### config.mk
export PLATFORM = sky130hd
export DESIGN_NAME = decode_issue_flat
export DESIGN_NICKNAME = d
export VERILOG_FILES = /design/src/rtl/decode_pkg.sv /design/src/rtl/decode_issue_if.sv /design/src/rtl/regfile_bypass.sv /design/src/rtl/decode_issue.sv /design/src/flat_wrapper.sv
export SDC_FILE = /design/constraint.sdc
export NUM_CORES = 1
export LEC_CHECK = 0
export CAP_MARGIN = 20
export CORE_MARGIN = 4
export CORE_UTILIZATION = 39
export CTS_CLUSTER_DIAMETER = 120
export CTS_CLUSTER_SIZE = 28
export DETAILED_ROUTE_END_ITERATION = 8
export DONT_BUFFER_PORTS = 1
export GPL_ROUTABILITY_DRIVEN = 0
export PLACE_DENSITY = 0.55
export RECOVER_POWER = 100
export SLEW_MARGIN = 5
export SYNTH_ARGS = -nofsm -noshare
export SYNTH_HDL_FRONTEND = slang
export SYNTH_SLANG_ARGS = --single-unit
### constraint.sdc
create_clock -name clk -period 3.45 [get_ports clk]
set_clock_uncertainty 0.05 [all_clocks]
set_input_delay 0.69 -clock clk [delete_from_list [all_inputs] [get_ports clk]]
set_output_delay 0.69 -clock clk [all_outputs]
set_load 0.05 [all_outputs]
### src/rtl/decode_pkg.sv
// Shared constants, instruction field layout and decode helpers for the
// decode/issue stage.
package decode_pkg;

  localparam int DW   = 16;
  localparam int NREG = 8;
  localparam int AW   = 3;

  localparam logic [5:0] OP_NOP   = 6'b000000;
  localparam logic [5:0] OP_STORE = 6'b011111;

  typedef struct packed {
    logic          is_i;
    logic [5:0]    op;
    logic [AW-1:0] rd;
    logic [AW-1:0] rs;
    logic [AW-1:0] rt;
    logic [6:0]    imm7;
  } instr_f_t;

  // Both forms share op and rd positions; bit 15 is not part of the opcode.
  function automatic instr_f_t decode_fields(input logic [15:0] instr);
    instr_f_t f;
    f.is_i = instr[15];
    f.op   = {1'b0, instr[14:10]};
    f.rd   = instr[9:7];
    f.rs   = instr[6:4];
    f.rt   = instr[3:1];
    f.imm7 = instr[6:0];
    return f;
  endfunction

  function automatic logic [DW-1:0] sext7(input logic [6:0] imm);
    return {{(DW-7){imm[6]}}, imm};
  endfunction

  function automatic logic writes_rd(input logic [5:0] op);
    return (op != OP_NOP) && (op != OP_STORE);
  endfunction

endpackage

### src/rtl/decode_issue_if.sv
// Fetch-side, write-back and issue signals of the decode/issue stage.
import decode_pkg::*;

interface decode_issue_if;
  logic [15:0]   instr;
  logic          instr_valid;
  logic          instr_ready;
  logic          wb_en;
  logic [AW-1:0] wb_addr;
  logic [DW-1:0] wb_data;
  logic [DW-1:0] A;
  logic [DW-1:0] B;
  logic [5:0]    op_dec;
  logic [DW-1:0] data_in;
  logic          issue_valid;
  logic [AW-1:0] issue_rd;

  modport master (
    output instr, instr_valid, wb_en, wb_addr, wb_data,
    input  instr_ready, A, B, op_dec, data_in, issue_valid, issue_rd
  );

  modport slave (
    input  instr, instr_valid, wb_en, wb_addr, wb_data,
    output instr_ready, A, B, op_dec, data_in, issue_valid, issue_rd
  );
endinterface

### src/rtl/regfile_bypass.sv
// 8x16 register file with three combinational read ports, one write port,
// write-back bypass onto reads, and R0 hardwired to zero.
import decode_pkg::*;

module regfile_bypass (
    input  logic          clk,
    input  logic          reset,
    input  logic          we,
    input  logic [AW-1:0] waddr,
    input  logic [DW-1:0] wdata,
    input  logic [AW-1:0] ra_a,
    input  logic [AW-1:0] ra_b,
    input  logic [AW-1:0] ra_c,
    output logic [DW-1:0] rd_a,
    output logic [DW-1:0] rd_b,
    output logic [DW-1:0] rd_c
);

    logic [DW-1:0] regs [NREG];
    logic          wr_live;

    assign wr_live = we && (waddr != '0);

    // NOTE: the file must clear on reset, so every entry sits on the async
    // reset; a memory without that requirement would stay reset-free.
    always_ff @(posedge clk or negedge reset) begin
        if (!reset) begin
            for (int i = 0; i < NREG; i++) regs[i] <= '0;
        end else if (wr_live) begin
            regs[waddr] <= wdata;
        end
    end

    function automatic logic [DW-1:0] read_port(input logic [AW-1:0] ra);
        if (ra == '0)                  return '0;
        if (wr_live && (ra == waddr))  return wdata;
        return regs[ra];
    endfunction

    assign rd_a = read_port(ra_a);
    assign rd_b = read_port(ra_b);
    assign rd_c = read_port(ra_c);

endmodule

### src/rtl/decode_issue.sv
// Decode/operand-fetch stage: pending-write scoreboard, hazard stall and
// registered issue of operands to ExeBlock.
import decode_pkg::*;

module decode_issue (
    input logic            clk,
    input logic            reset,
    decode_issue_if.slave  bus
);

    instr_f_t      f;
    logic          wr_op;
    logic          accept;
    logic          hazard;
    logic [AW-1:0] ra_a;
    logic [DW-1:0] rd_a, rd_b, rd_c;
    logic [DW-1:0] opnd_b;
    logic [NREG-1:0] pending, wb_clr, busy, set_vec;

    assign f      = decode_fields(bus.instr);
    assign wr_op  = writes_rd(f.op);
    assign ra_a   = f.is_i ? f.rd : f.rs;
    assign opnd_b = f.is_i ? sext7(f.imm7) : rd_b;

    regfile_bypass u_rf (
        .clk   (clk),
        .reset (reset),
        .we    (bus.wb_en),
        .waddr (bus.wb_addr),
        .wdata (bus.wb_data),
        .ra_a  (ra_a),
        .ra_b  (f.rt),
        .ra_c  (f.rd),
        .rd_a  (rd_a),
        .rd_b  (rd_b),
        .rd_c  (rd_c)
    );

    // NOTE: every signal written here gets a default first, so no path
    // leaves a value unassigned and no latch is inferred.
    always_comb begin
        wb_clr  = '0;
        set_vec = '0;
        if (bus.wb_en && (bus.wb_addr != '0)) wb_clr[bus.wb_addr] = 1'b1;
        if (accept && wr_op && (f.rd != '0))  set_vec[f.rd] = 1'b1;
    end

    // A write-back landing this cycle releases its register immediately.
    assign busy = pending & ~wb_clr;

    always_comb begin
        hazard = busy[f.rd] && (wr_op || f.is_i || (f.op == OP_STORE));
        if (!f.is_i) hazard = hazard || busy[f.rs] || busy[f.rt];
    end

    assign bus.instr_ready = !hazard;
    assign accept          = bus.instr_valid && bus.instr_ready;

    // NOTE: state registers use non-blocking assignments so every flop
    // samples pre-edge values regardless of statement order.
    always_ff @(posedge clk or negedge reset) begin
        if (!reset) begin
            pending <= '0;
        end else begin
            // Set after clear: a new owner wins over a retiring write.
            pending <= (pending & ~wb_clr) | set_vec;
        end
    end

    always_ff @(posedge clk or negedge reset) begin
        if (!reset) begin
            bus.A           <= '0;
            bus.B           <= '0;
            bus.data_in     <= '0;
            bus.op_dec      <= OP_NOP;
            bus.issue_valid <= 1'b0;
            bus.issue_rd    <= '0;
        end else if (accept) begin
            bus.A           <= rd_a;
            bus.B           <= opnd_b;
            bus.data_in     <= rd_c;
            bus.op_dec      <= f.op;
            bus.issue_valid <= 1'b1;
            bus.issue_rd    <= f.rd;
        end else begin
            bus.op_dec      <= OP_NOP;
            bus.issue_valid <= 1'b0;
        end
    end

endmodule

### src/flat_wrapper.sv
// flat-port wrapper written by rule: the top's interface ports become plain ports
module decode_issue_flat 
  (clk, reset, bus_instr, bus_instr_valid, bus_wb_en, bus_wb_addr, bus_wb_data, bus_instr_ready, bus_A, bus_B, bus_op_dec, bus_data_in, bus_issue_valid, bus_issue_rd);
  decode_issue_if bus_i ();
  input logic clk;
  input logic reset;
  input wire logic [$bits(bus_i.instr)-1:0] bus_instr;
  input wire logic [$bits(bus_i.instr_valid)-1:0] bus_instr_valid;
  input wire logic [$bits(bus_i.wb_en)-1:0] bus_wb_en;
  input wire logic [$bits(bus_i.wb_addr)-1:0] bus_wb_addr;
  input wire logic [$bits(bus_i.wb_data)-1:0] bus_wb_data;
  output wire logic [$bits(bus_i.instr_ready)-1:0] bus_instr_ready;
  output wire logic [$bits(bus_i.A)-1:0] bus_A;
  output wire logic [$bits(bus_i.B)-1:0] bus_B;
  output wire logic [$bits(bus_i.op_dec)-1:0] bus_op_dec;
  output wire logic [$bits(bus_i.data_in)-1:0] bus_data_in;
  output wire logic [$bits(bus_i.issue_valid)-1:0] bus_issue_valid;
  output wire logic [$bits(bus_i.issue_rd)-1:0] bus_issue_rd;
  assign bus_i.instr = bus_instr;
  assign bus_i.instr_valid = bus_instr_valid;
  assign bus_i.wb_en = bus_wb_en;
  assign bus_i.wb_addr = bus_wb_addr;
  assign bus_i.wb_data = bus_wb_data;
  assign bus_instr_ready = bus_i.instr_ready;
  assign bus_A = bus_i.A;
  assign bus_B = bus_i.B;
  assign bus_op_dec = bus_i.op_dec;
  assign bus_data_in = bus_i.data_in;
  assign bus_issue_valid = bus_i.issue_valid;
  assign bus_issue_rd = bus_i.issue_rd;
  decode_issue u_core (.clk(clk), .reset(reset), .bus(bus_i));
endmodule
==> results of run 1 <==
==> layer usage <==
layer  vias up  routed length, µm  track usage
met4         0               1030       0.0745
met3        73               3790       0.0704
li1       3584                  -            -
met5         -                  0            0
met1      4301              14800        0.311
met2       448              16000        0.341
==> layout by cell type, fill, tap and decap left out, types with 8 or more instances in the layout <==
cell	instances
a211oi_1	8
a21oi_1	10
buf_4	26
clkbuf_16	17
dfrtp_1	193
inv_1	18
mux2_1	34
mux2_2	94
mux2i_1	66
mux4_2	65
nand2_1	196
nor2_1	31
nor3_1	11
o21ai_0	43
o221ai_1	22
o22ai_1	8
==> state kept, by name (all words and copies together), names as in the netlist <==
| register | count |
|---|---|
| u_core.bus.op_dec | 5 |
| u_core.bus.issue_rd | 3 |
| u_core.bus.issue_valid | 1 |
| u_core.bus.B | 16 |
| u_core.bus.A | 16 |
| u_core.bus.data_in | 16 |
| u_core.pending | 8 |
| u_core.u_rf.regs | 128 |
==> area by class of cell <==
| cell class | instances | area share |
|---|---|---|
| clock inverters | 13 | 0.0149 |
| repair buffers | 33 | 0.0222 |
| flip-flops and latches | 193 | 0.395 |
| inverters | 20 | 0.00613 |
| clock buffers | 19 | 0.0370 |
| multi-input cells | 699 | 0.486 |
| well taps | 384 | 0.0392 |
==> cell usage after synthesis (4+ instances only) <==
library cell	number
inv_1	18
buf_2	19
nand2_1	196
nand4_1	5
mux2_1	34
mux2i_1	67
a31oi_1	5
mux2_2	94
a211o_1	6
nand3_1	6
nor2b_1	4
clkbuf_1	76
mux4_2	65
a21oi_1	11
and3_1	4
xnor2_1	5
nand2b_1	6
o221ai_1	22
dfrtp_1	193
o21ai_0	43
nand3b_1	5
a211oi_1	8
nor3_1	11
buf_1	9
nor2_1	32
o22ai_1	8
and2_1	7
buf_6	8
==> how the worst max path moves through the flow <==
stage	slack, ns	end	depth (start not counted)
after floorplan	0.14	bus_instr_ready	6
after global placement	0.38	u_core.bus.A[10]$_DFFE_PN0N_	7
after detailed placement	0.36	u_core.bus.data_in[10]$_DFFE_PN0N_	7
after CTS	0.43	bus_instr_ready	6
after global routing	0.17	bus_instr_ready	6
final	0.26	bus_instr_ready	6
==> through the flow <==
stage	worst slack [ns]	instances	total power, mW	area [µm²]
6_report	0.264	1361	7.90	12200
5_1_grt	0.174	1361	8.24	12200
4_1_cts	0.427	1361	7.95	12300
3_5_place_dp	0.360	1329	5.77	11700
3_3_place_gp	0.378	1329	5.73	11700
2_1_floorplan	0.137	1027	5.37	11400
==> power by group <==
group	internal [mW]	switching, mW
combinational	0.880	0.635
sequential	2.79	1.42
clock	1.25	0.925
==> logic make-up (layout without fill, tap and decap cells) <==
| family | count (synthesis) | after routing | share of synthesized area |
|---|---|---|---|
| AND/OR/NAND/NOR | 299 | 299 | 0.119 |
| other | 1 | 1 | 0.000330 |
| multiplexers | 262 | 262 | 0.317 |
| XOR/XNOR | 6 | 6 | 0.00462 |
| buffers and inverters | 135 | 85 | 0.0529 |
| AO/OA/AOI/OAI | 131 | 131 | 0.0813 |
| flip-flops | 193 | 193 | 0.425 |
==> results.toml, run 1 <==
[run_status]
status = "finished with violations"
failed_checks = "hold timing"

[yosys]
synth_largest_area_cell = "dfrtp_1"
synthesis.area_um2 = 11400
synth.net_count = 1066
synth.yosys.seq_area_share = 0.425
post_synth_edffs = 0
post_synth_main_area_contributors = "dfrtp_1 42%, mux4_2 13%, mux2_2 9.3%"
post_synth_inst_count = 1027
syn_avg_cell_area_um2 = 11.1
yosys_most_used_dff = "dfrtp_1"
number_of_distinct_library_cell_variants_in_the_gate_level_netlist_after_synthesis = 66
yosysWarnings = 0
async_flop_share = 1.00
synth.top_cell.area_share = 0.425
synth_seq_cells = 193

[power_and_ir_drop]
peakVddDrop_mv = 0.355
total_leakage_power_nw = 5.35
power_density_nw_per_um2 = 645

[global_route]
grt_usage = 0.226
first_global_vias = 8386
grt_overflow_total = 0
grt_antenna_before_repair = 1
grt_pass1_wl_um = 53800
largest_net_degree_at_the_start_of_global_routing = 194

[layout]
multi_input_area_um2 = 5950
synthToLayoutAreaGrowth_pct = 7.63
n_antenna_cell = 0
final_core_utilization = 0.427
nFillCells = 2732
number_of_nets_in_the_finished_design = 1003
drive_above_1_share = 0.243
register_area_um2 = 4830

[detailed_routing]
post_drt_via_cell_ratio = 6.18
antenna_left = 0
drc = 0
routed-via-count = 8406
finalWirelength_um = 35700
drt_pre_antenna_iters = 5
avgRoutedWirePerCell_um = 26.2
drtIter0Drc = 971

[critical_path]
worst_ep_required_time_ns = 2.71
setup.reg_to_reg.worst_slack_ns = 0.38
timing.critical_path.max_delay_family = "compound AO/OA/AOI/OAI gates"
worstSetupStartpoint = "bus_wb_addr[0]"
crit_path_start_kind = "input pin"
critPathMaxStageDelay_ns = 0.46
critical_path_arrival_ns = 2.45
critPathMaxFanout = 17
worst_r2r_path_depth = 6
crit_slowest_cell = "mux4_2"
crit_chain = "nand4b_2 > and2_1 > mux4_2 > a221oi_1 > o22a_1 > clkbuf_2"
endpoint_kind = "output port"
worst_r2r_startpoint = "u_core.pending[7]$_DFF_PN0_"
critPathKind = "input pin to output port"
worst-path-buf-inv = 1
crit-reg2reg-capture = "u_core.bus.data_in[10]$_DFFE_PN0N_"

[worst_hold_path]
type_of_the_most_critical_hold_path = "input pin to async pin"

[floorplan]
floorplan.initialDensity = 0.396
die-area_um2 = 32000
floorplan.rows = 62
die_boundary_width_um = 179
core_area_um2 = 28700
die_y_um = 179
boundaryPins = 98

[sta]
final-setup-viol-count = 0
min_period_over_period = 0.923
finalWorstPathRequiredPeriod_ns = 3.19
slew_headroom = 0.0693
hold_violations = 144
fin_tns_setup_ns = 0
finalMaxSlewViolations = 0
timing_worst_slew_pin_value_ns = 1.40
clock.fmax_ghz = 0.314
rsz0062_at_grt = "false"
hold-worst-slack_ns = -0.0984

[clocking]
clock_sink_count = 193
clock-root-buffer = "clkbuf_16"
clock_tree.htree_level_count = 4
cts_inserted_buffers = 17
setup_buffers_after_cts = 0
postCtsResizedCells = 0
cts.reportedPaths.clkPinSlew_ns = 0.08
clk-insertion-delay-late_ns = 0.43
tritoncts = "done"
cts_buffer_depth = 2

[job]
maxCapViolCount = 0

[place]
dp_hpwl_um = 21200
io_buffers = 0
Note: power is estimated with default switching activity, not from simulation.
==> run 2: changes to the inputs <==
--- a/config.mk
+++ b/config.mk
@@ -9,10 +9,10 @@
 export CORE_MARGIN = 4
 export CORE_UTILIZATION = 39
 export CTS_CLUSTER_DIAMETER = 120
-export CTS_CLUSTER_SIZE = 28
 export DETAILED_ROUTE_END_ITERATION = 8
 export DONT_BUFFER_PORTS = 1
 export GPL_ROUTABILITY_DRIVEN = 0
+export HOLD_SLACK_MARGIN = 0.1
 export PLACE_DENSITY = 0.55
 export RECOVER_POWER = 100
 export SLEW_MARGIN = 5
==> results of run 2 <==
Same layout as run 1: the final DEF is identical, and so are final timing and power.
==> run 3: changes to the inputs <==
--- a/config.mk
+++ b/config.mk
@@ -6,6 +6,7 @@
 export NUM_CORES = 1
 export LEC_CHECK = 0
 export CAP_MARGIN = 20
+export CORE_ASPECT_RATIO = 1.25
 export CORE_MARGIN = 4
 export CORE_UTILIZATION = 39
 export CTS_CLUSTER_DIAMETER = 120
==> run 3 against run 2 <==
Effect of this change: clock power down 9.6%; sequential power about the same; first-iteration DRC count down 4.2%; the run still ends with hold timing left; sequential share of layout area up 0.081 points; die area about the same; sequential cell count unchanged; hold slack better by 0.0014 ns; critical endpoint unchanged; register-to-register slack worse by 0.05 ns; power down 2.4%.
==> results.toml, run 3 (same netlist as run 1, synthesis figures left out) <==
[critical_path]
crit_path_start_kind = "input pin"
worst-path-buf-inv = 1
critPathMaxStageDelay_ns = 0.46
critPathKind = "input pin to output port"
crit_slowest_cell = "mux4_2"
endpoint_kind = "output port"
crit_chain = "nand4b_2 > and2_0 > mux4_2 > a221oi_1 > o22a_1 > buf_12"
worst_ep_required_time_ns = 2.71
timing.critical_path.max_delay_family = "compound AO/OA/AOI/OAI gates"
setup.reg_to_reg.worst_slack_ns = 0.33
critPathMaxFanout = 17
critical_path_arrival_ns = 2.39

[power_and_ir_drop]
report.power.total_mw = 7.71
power_density_nw_per_um2 = 631
total_leakage_power_nw = 5.34
peakVddDrop_mv = 0.279

[global_route]
first_global_vias = 8690
grt_pass1_wl_um = 56200
grt_usage = 0.232
grt_overflow_total = 0
largest_net_degree_at_the_start_of_global_routing = 194
grt_antenna_before_repair = 0

[layout]
largest_register_ff_count = 128
largest-register = "u_core.u_rf.regs"
mostFrequentLayoutCell = "nand2_1"
synthToLayoutAreaGrowth_pct = 7.41
final_cells = 1365
nFillCells = 2665
n_antenna_cell = 0
drive_above_1_share = 0.241
layout_common_cells = "196 x nand2_1, 193 x dfrtp_1, 94 x mux2_2"
number_of_nets_in_the_finished_design = 1003
post-route-cell-area_um2 = 12200

[clocking]
cts_buffer_depth = 2
tritoncts = "done"
clock_tree.htree_level_count = 4
clock_sink_count = 193
cts.reportedPaths.clkPinSlew_ns = 0.07
setup_buffers_after_cts = 0
postCtsResizedCells = 0
cts_inserted_buffers = 17
clk-insertion-delay-late_ns = 0.44
clock-root-buffer = "clkbuf_16"

[worst_hold_path]
type_of_the_most_critical_hold_path = "input pin to async pin"

[sta]
final-setup-viol-count = 0
slew_headroom = 0.0357
fin_tns_setup_ns = 0
hold_violations = 193
clock.fmax_ghz = 0.319
timing_worst_slew_pin_value_ns = 1.45
finalWorstPathRequiredPeriod_ns = 3.13
hold-worst-slack_ns = -0.0969
rsz0062_at_grt = "false"
min_period_over_period = 0.907
finalMaxSlewViolations = 0

[detailed_routing]
avgRoutedWirePerCell_um = 26.6
drtIter0Drc = 930
routed-via-count = 8366
drc = 0
post_drt_via_cell_ratio = 6.13
drt_pre_antenna_iters = 6
finalWirelength_um = 36400
antenna_left = 0

[floorplan]
core_area_um2 = 28600
die-area_um2 = 32000
boundaryPins = 98
floorplan.rows = 69
floorplan.initialDensity = 0.398
die_y_um = 199
die_boundary_width_um = 161

[run_status]
failed_checks = "hold timing"
status = "finished with violations"

[place]
io_buffers = 0
place_area_um2 = 11700
placed_cells_incl_taps = 1335
dp_hpwl_um = 21800

[job]
maxCapViolCount = 0
## run 3: path summary, 6_finish.rpt
kind / startpoint / end / depth (start not counted)
min in group clk: bus_wb_data[8] / u_core.u_rf.regs[88]$_DFFE_PN0P_ / 2
worst max-delay path: bus_wb_addr[0] / bus_instr_ready / 6
max in group asynchronous: reset / u_core.u_rf.regs[60]$_DFFE_PN0P_ / 0
worst min-delay path: reset / u_core.u_rf.regs[31]$_DFFE_PN0P_ / 0
worst min register to register: u_core.u_rf.regs[114]$_DFFE_PN0P_ / u_core.u_rf.regs[114]$_DFFE_PN0P_ / 0
worst max register to register: u_core.pending[7]$_DFF_PN0_ / u_core.bus.data_in[4]$_DFFE_PN0N_ / 6
## run 3: area by class of cell
| type | instances | area, µm² | area share |
|---|---|---|---|
| multi-input cells | 699 | 5960 | 0.488 |
| flip-flops and latches | 193 | 4830 | 0.395 |
| well taps | 390 | 488 | 0.0399 |
| clock buffers | 20 | 457 | 0.0374 |
| repair buffers | 33 | 299 | 0.0245 |
| clock inverters | 10 | 113 | 0.00922 |
| inverters | 20 | 75.1 | 0.00615 |
## run 3: power breakdown
part           switching [mW]  total, mW  internal, mW
registers                1.42       4.21          2.79
logic                   0.643       1.53         0.888
clock network           0.873       1.97          1.10
total                    2.94       7.71          4.77
## run 3: through the flow
stage / util / setup WS (ns)
final: 0.428 / 0.319
after global routing: 0.428 / 0.200
after CTS: 0.430 / 0.400
after detailed placement: 0.410 / 0.338
after global placement: 0.410 / 0.376
after floorplan: - / 0.137
## run 3: metal layers
layer	global-route usage	part of all wire	vias up
li1	-	-	3569
met1	0.302	0.41	4316
met2	0.378	0.47	397
met3	0.0487	0.077	84
met4	0.101	0.042	0
met5	0	0	-
